==> src/rtl/sevenseg_pkg.sv <==
// sevenseg_pkg: shared constants for the seven-segment scan driver.
package sevenseg_pkg;
  localparam int SEG_W = 7;
  localparam logic [SEG_W-1:0] SEG_BLANK = 7'h7F;
  localparam logic ANODE_OFF = 1'b1;
  localparam logic ANODE_ON = 1'b0;
endpackage

==> src/rtl/sevenseg_scan_timer.sv <==
// sevenseg_scan_timer: slot counter and digit index with slot/lit/frame strobes.
module sevenseg_scan_timer #(
  parameter int DIGITS = 8,
  parameter int PRESCALE = 4096,
  parameter int BLANK = 256,
  parameter int CW = $clog2(PRESCALE),
  parameter int IW = DIGITS > 1 ? $clog2(DIGITS) : 1
) (
  input  logic          clk,
  input  logic          rst_n,
  input  logic          enable,
  output logic          slot_start,
  output logic          lit_start,
  output logic          frame_start,
  output logic [IW-1:0] idx
);
  logic [CW-1:0] cnt;
  logic wrap;
  assign wrap = cnt == CW'(PRESCALE - 1);
  assign slot_start = cnt == '0;
  assign lit_start = cnt == CW'(BLANK);
  assign frame_start = slot_start && idx == '0;
  always_ff @(posedge clk or negedge rst_n)
    if (!rst_n) begin
      cnt <= '0;
      idx <= '0;
    end else if (!enable) begin
      cnt <= '0;
      idx <= '0;
    end else begin
      cnt <= wrap ? '0 : cnt + 1'b1;
      if (wrap) idx <= idx == IW'(DIGITS - 1) ? '0 : idx + 1'b1;
    end
endmodule

==> src/rtl/sevenseg_scan.sv <==
// sevenseg_scan: time-multiplexed common-anode display driver with blanking gap.
module sevenseg_scan
  import sevenseg_pkg::*;
#(
  parameter int DIGITS = 8,
  parameter int PRESCALE = 4096,
  parameter int BLANK = 256
) (
  input  logic                    clk,
  input  logic                    rst_n,
  input  logic                    enable,
  input  logic [DIGITS-1:0]       digit_en,
  input  logic [SEG_W*DIGITS-1:0] sevenseg,
  output logic [DIGITS-1:0]       an,
  output logic [SEG_W-1:0]        seg,
  output logic                    frame_tick
);
  localparam int CW = $clog2(PRESCALE);
  localparam int IW = DIGITS > 1 ? $clog2(DIGITS) : 1;
  logic slot_start, lit_start, frame_start;
  logic [IW-1:0] idx;
  logic [SEG_W-1:0] pats [DIGITS];
  logic [DIGITS-1:0] an_lit;
  sevenseg_scan_timer #(
    .DIGITS(DIGITS), .PRESCALE(PRESCALE), .BLANK(BLANK), .CW(CW), .IW(IW)
  ) u_timer (
    .clk(clk), .rst_n(rst_n), .enable(enable),
    .slot_start(slot_start), .lit_start(lit_start),
    .frame_start(frame_start), .idx(idx)
  );
  for (genvar g = 0; g < DIGITS; g++) assign pats[g] = sevenseg[SEG_W*g +: SEG_W];
  always_comb begin
    an_lit = {DIGITS{ANODE_OFF}};
    if (digit_en[idx]) an_lit[idx] = ANODE_ON;
  end
  // Outputs trail the counter by one edge; with BLANK = 0 lit_start wins over the slot-start blanking.
  always_ff @(posedge clk or negedge rst_n)
    if (!rst_n) begin
      an <= {DIGITS{ANODE_OFF}};
      seg <= SEG_BLANK;
      frame_tick <= 1'b0;
    end else if (!enable) begin
      an <= {DIGITS{ANODE_OFF}};
      seg <= SEG_BLANK;
      frame_tick <= 1'b0;
    end else begin
      frame_tick <= frame_start;
      if (slot_start) seg <= pats[idx];
      an <= lit_start ? an_lit : slot_start ? {DIGITS{ANODE_OFF}} : an;
    end
endmodule

==> config.mk <==
export PLATFORM = sky130hd
export DESIGN_NAME = sevenseg_scan
export DESIGN_NICKNAME = d
export VERILOG_FILES = /design/src/rtl/sevenseg_pkg.sv /design/src/rtl/sevenseg_scan_timer.sv /design/src/rtl/sevenseg_scan.sv
export SDC_FILE = /design/constraint.sdc
export NUM_CORES = 1
export LEC_CHECK = 0
export ABC_AREA = 1
export CORE_ASPECT_RATIO = 0.5
export CORE_MARGIN = 2
export CORE_UTILIZATION = 30
export CTS_CLUSTER_SIZE = 16
export DETAILED_ROUTE_END_ITERATION = 10
export GPL_TIMING_DRIVEN = 0
export SLEW_MARGIN = 20
export SYNTH_ARGS = -nofsm -noshare
export SYNTH_HDL_FRONTEND = slang
export SYNTH_SLANG_ARGS = --single-unit
==> constraint.sdc <==
create_clock -name clk -period 3.2 [get_ports clk]
set_clock_uncertainty 0.2 [all_clocks]
set_input_delay 0.96 -clock clk [delete_from_list [all_inputs] [get_ports clk]]
set_output_delay 0.96 -clock clk [all_outputs]
set_load 0.02 [all_outputs]
==> run metrics <==
Yosys cell types=28; Yosys top cell by area=nand2_1; unrepaired setup endpoints after global routing=no; TritonCTS clock tree=built; Sw Share=0.287; via count=2244; # resized after CTS=0; worst r2r src=u_timer.cnt[0]; Synth Instances=317; DRT Pass-1 Iters=4; WHS=0.270 ns; Rows=21; Final WS setup=0.620 ns; hpwl dp=4.84 mm; total global-route track usage=0.166; area delta synth->final=51.6%; worst path bufs/invs=1; Leak Pwr=1.48 nW; die area=7840 um2; Iter 0 DRT Violations=148; Slew HR=0.523; Total Power=1.37 mW; Sw Pwr=394 uW; fillers=666; Core Area=6780 um2; cell with the most instances after synthesis=nand2_1; layout cells sized above 1=0.123; routability congestion estimate=0.881; f_max=388 MHz; DR vias/cell=4.50; Non-Filler Instances=499; top cells by area, synth=nand2_1, dfrtp_1, dfstp_2, nor2_1, inv_1; port bufs=82; outcome=complete, no violations; maximum vdd drop=254 uV; Worst path max stage delay=0.61 ns; H-Tree Depth=2; Post-DRT Antenna Nets=0; number of global-route vias before repair=2157; Place WS=0.520 ns; # setup viols final=0; Num CTS Buffers=5; crit path from=seg[5]; clock group share of total power=0.397; Detailed Route WL=6.37 mm; type of origin of the critical path=flip-flop; combinational share of power=0.269; Int Pwr=979 uW; placed insts=491; pwr dens=425 nW/um2; Critical Path RT=2.04 ns; Ports=83; Crit. End Element=primary output; DRC=0; die height=63.6 um; nets=478; n_diodes=0; EDFF count, synth=0; post-DR wirelength/cell=12.8 um; Worst-Skew Late Latency=0.28 ns; maxcap violations=0; Starting Density=0.315; first-pass GRT wire length=10.1 mm; crit path kind=reg2out; clk sinks=31; sequential fraction of the synthesis area=0.372; final hold vios=0; period utilization=0.806; CP max stage cell=clkdlybuf4s50_1; ys flop type=dfrtp_1; Syn. warnings=0; Commonest cells post-synth=nand2_1, nor2_1, inv_1, nand3_1, dfrtp_1; largest net degree at the start of global routing=32; min cycle time layout=2.58 ns; Least-Margin Pin Slew=0.716 ns; post-route setup TNS=0 ns; Synth Register Bits=31; setup bufs post-CTS=0; Crit path max-delay family=buffers and inverters; GR Overflow Total=0; Root Buffer=clkbuf_16; Synth top area share=0.197; chip width=123 um; Max Slew Vio Count=0; Post-CTS Hold Fix Bufs=0; CTS clk-pin slew, worst paths=0.05 ns; WP data arrival=1.42 ns; Synth Cell Area=2130 um2; worst-path fanout max=2; Avg Cell Area, Syn=6.73 um2; Hold Path Class=reg2reg; syn_nets=389; Hold Path Origin=seg[3]; critical path cell sequence=clkdlybuf4s50_1; sequential power share=0.334; initial antenna violation count=0; async set or reset register ratio after synthesis=1.00; CTS Buffer Depth=2
-- layout make-up --
cell class / count / area, um2 / share of cell area
plain buffers: 6 / 45.0 / 0.0139
flip-flops and latches: 31 / 795 / 0.246
clock inverters: 3 / 43.8 / 0.0135
well taps: 92 / 115 / 0.0356
multi-input cells: 241 / 1150 / 0.355
clock buffers: 5 / 125 / 0.0387
inverters: 39 / 146 / 0.0453
repair buffers: 82 / 816 / 0.252
-- worst paths after layout --
| check | to | slack [ns] | depth (start not counted) |
|---|---|---|---|
| min in group asynchronous | u_timer.cnt[0] | 0.53 | 1 |
| min reg2reg | seg[3] | 0.27 | 2 |
| max reg2reg | seg[2] | 1.49 | 9 |
| max in group asynchronous | u_timer.idx[1] | 1.81 | 1 |
| min | seg[3] | 0.27 | 2 |
| max | seg[5] | 0.62 | 1 |
-- cells by family (layout without fill, tap and decap cells) --
| group | count (synthesis) | after routing | share of synthesized area |
|---|---|---|---|
| compound gates | 14 | 14 | 0.0405 |
| xor+xnor | 5 | 5 | 0.0205 |
| fa+ha+maj | 5 | 5 | 0.0293 |
| buf+inv | 45 | 135 | 0.0897 |
| flops | 31 | 31 | 0.372 |
| simple gates | 217 | 217 | 0.448 |
-- power groups by stage --
stage	Clock [mW]	Sequential (mW)	Combinational, mW
floorplan	0	0.491	0.161
global placement	0	0.463	0.368
detailed placement	0	0.465	0.372
CTS	0.557	0.459	0.373
global route	0.576	0.463	0.410
finish	0.546	0.459	0.369
-- through the flow --
| stage | utilization | area, um2 |
|---|---|---|
| floorplan | - | 2130 |
| global placement | 0.453 | 3070 |
| detailed placement | 0.452 | 3060 |
| CTS | 0.477 | 3230 |
| global route | 0.477 | 3230 |
| finish | 0.477 | 3230 |
-- layout by cell type (no fill, tap or decap), types with 3 or more instances in the layout --
cell type / Yosys / final
a21oi_1: 3 / 3
buf_2: 3 / 4
clkbuf_16: 0 / 5
clkdlybuf4s50_1: 0 / 81
dfrtp_1: 16 / 16
dfstp_2: 15 / 15
ha_1: 5 / 5
inv_1: 35 / 35
inv_2: 4 / 4
nand2_1: 112 / 112
nand3_1: 20 / 20
nand3b_1: 8 / 8
nor2_1: 56 / 56
nor2_4: 4 / 4
nor3_1: 4 / 4
o21ai_0: 4 / 4
or2_2: 4 / 4
xor2_1: 5 / 5
-- registers in the layout, summed over array words and instances (netlist names) --
register	count
u_timer.cnt	12
an	8
seg	7
u_timer.idx	3
frame_tick	1
-- per-layer routing --
metal | vias to the layer above | share of wire | global-route usage
met2 | 55 | 0.49 | 0.291
met1 | 1036 | 0.45 | 0.203
met3 | 6 | 0.056 | 0.0326
met4 | 0 | 0.0093 | 0.0511
met5 | - | 0 | 0
li1 | 1147 | - | -
(Power assumes the default switching activity.)
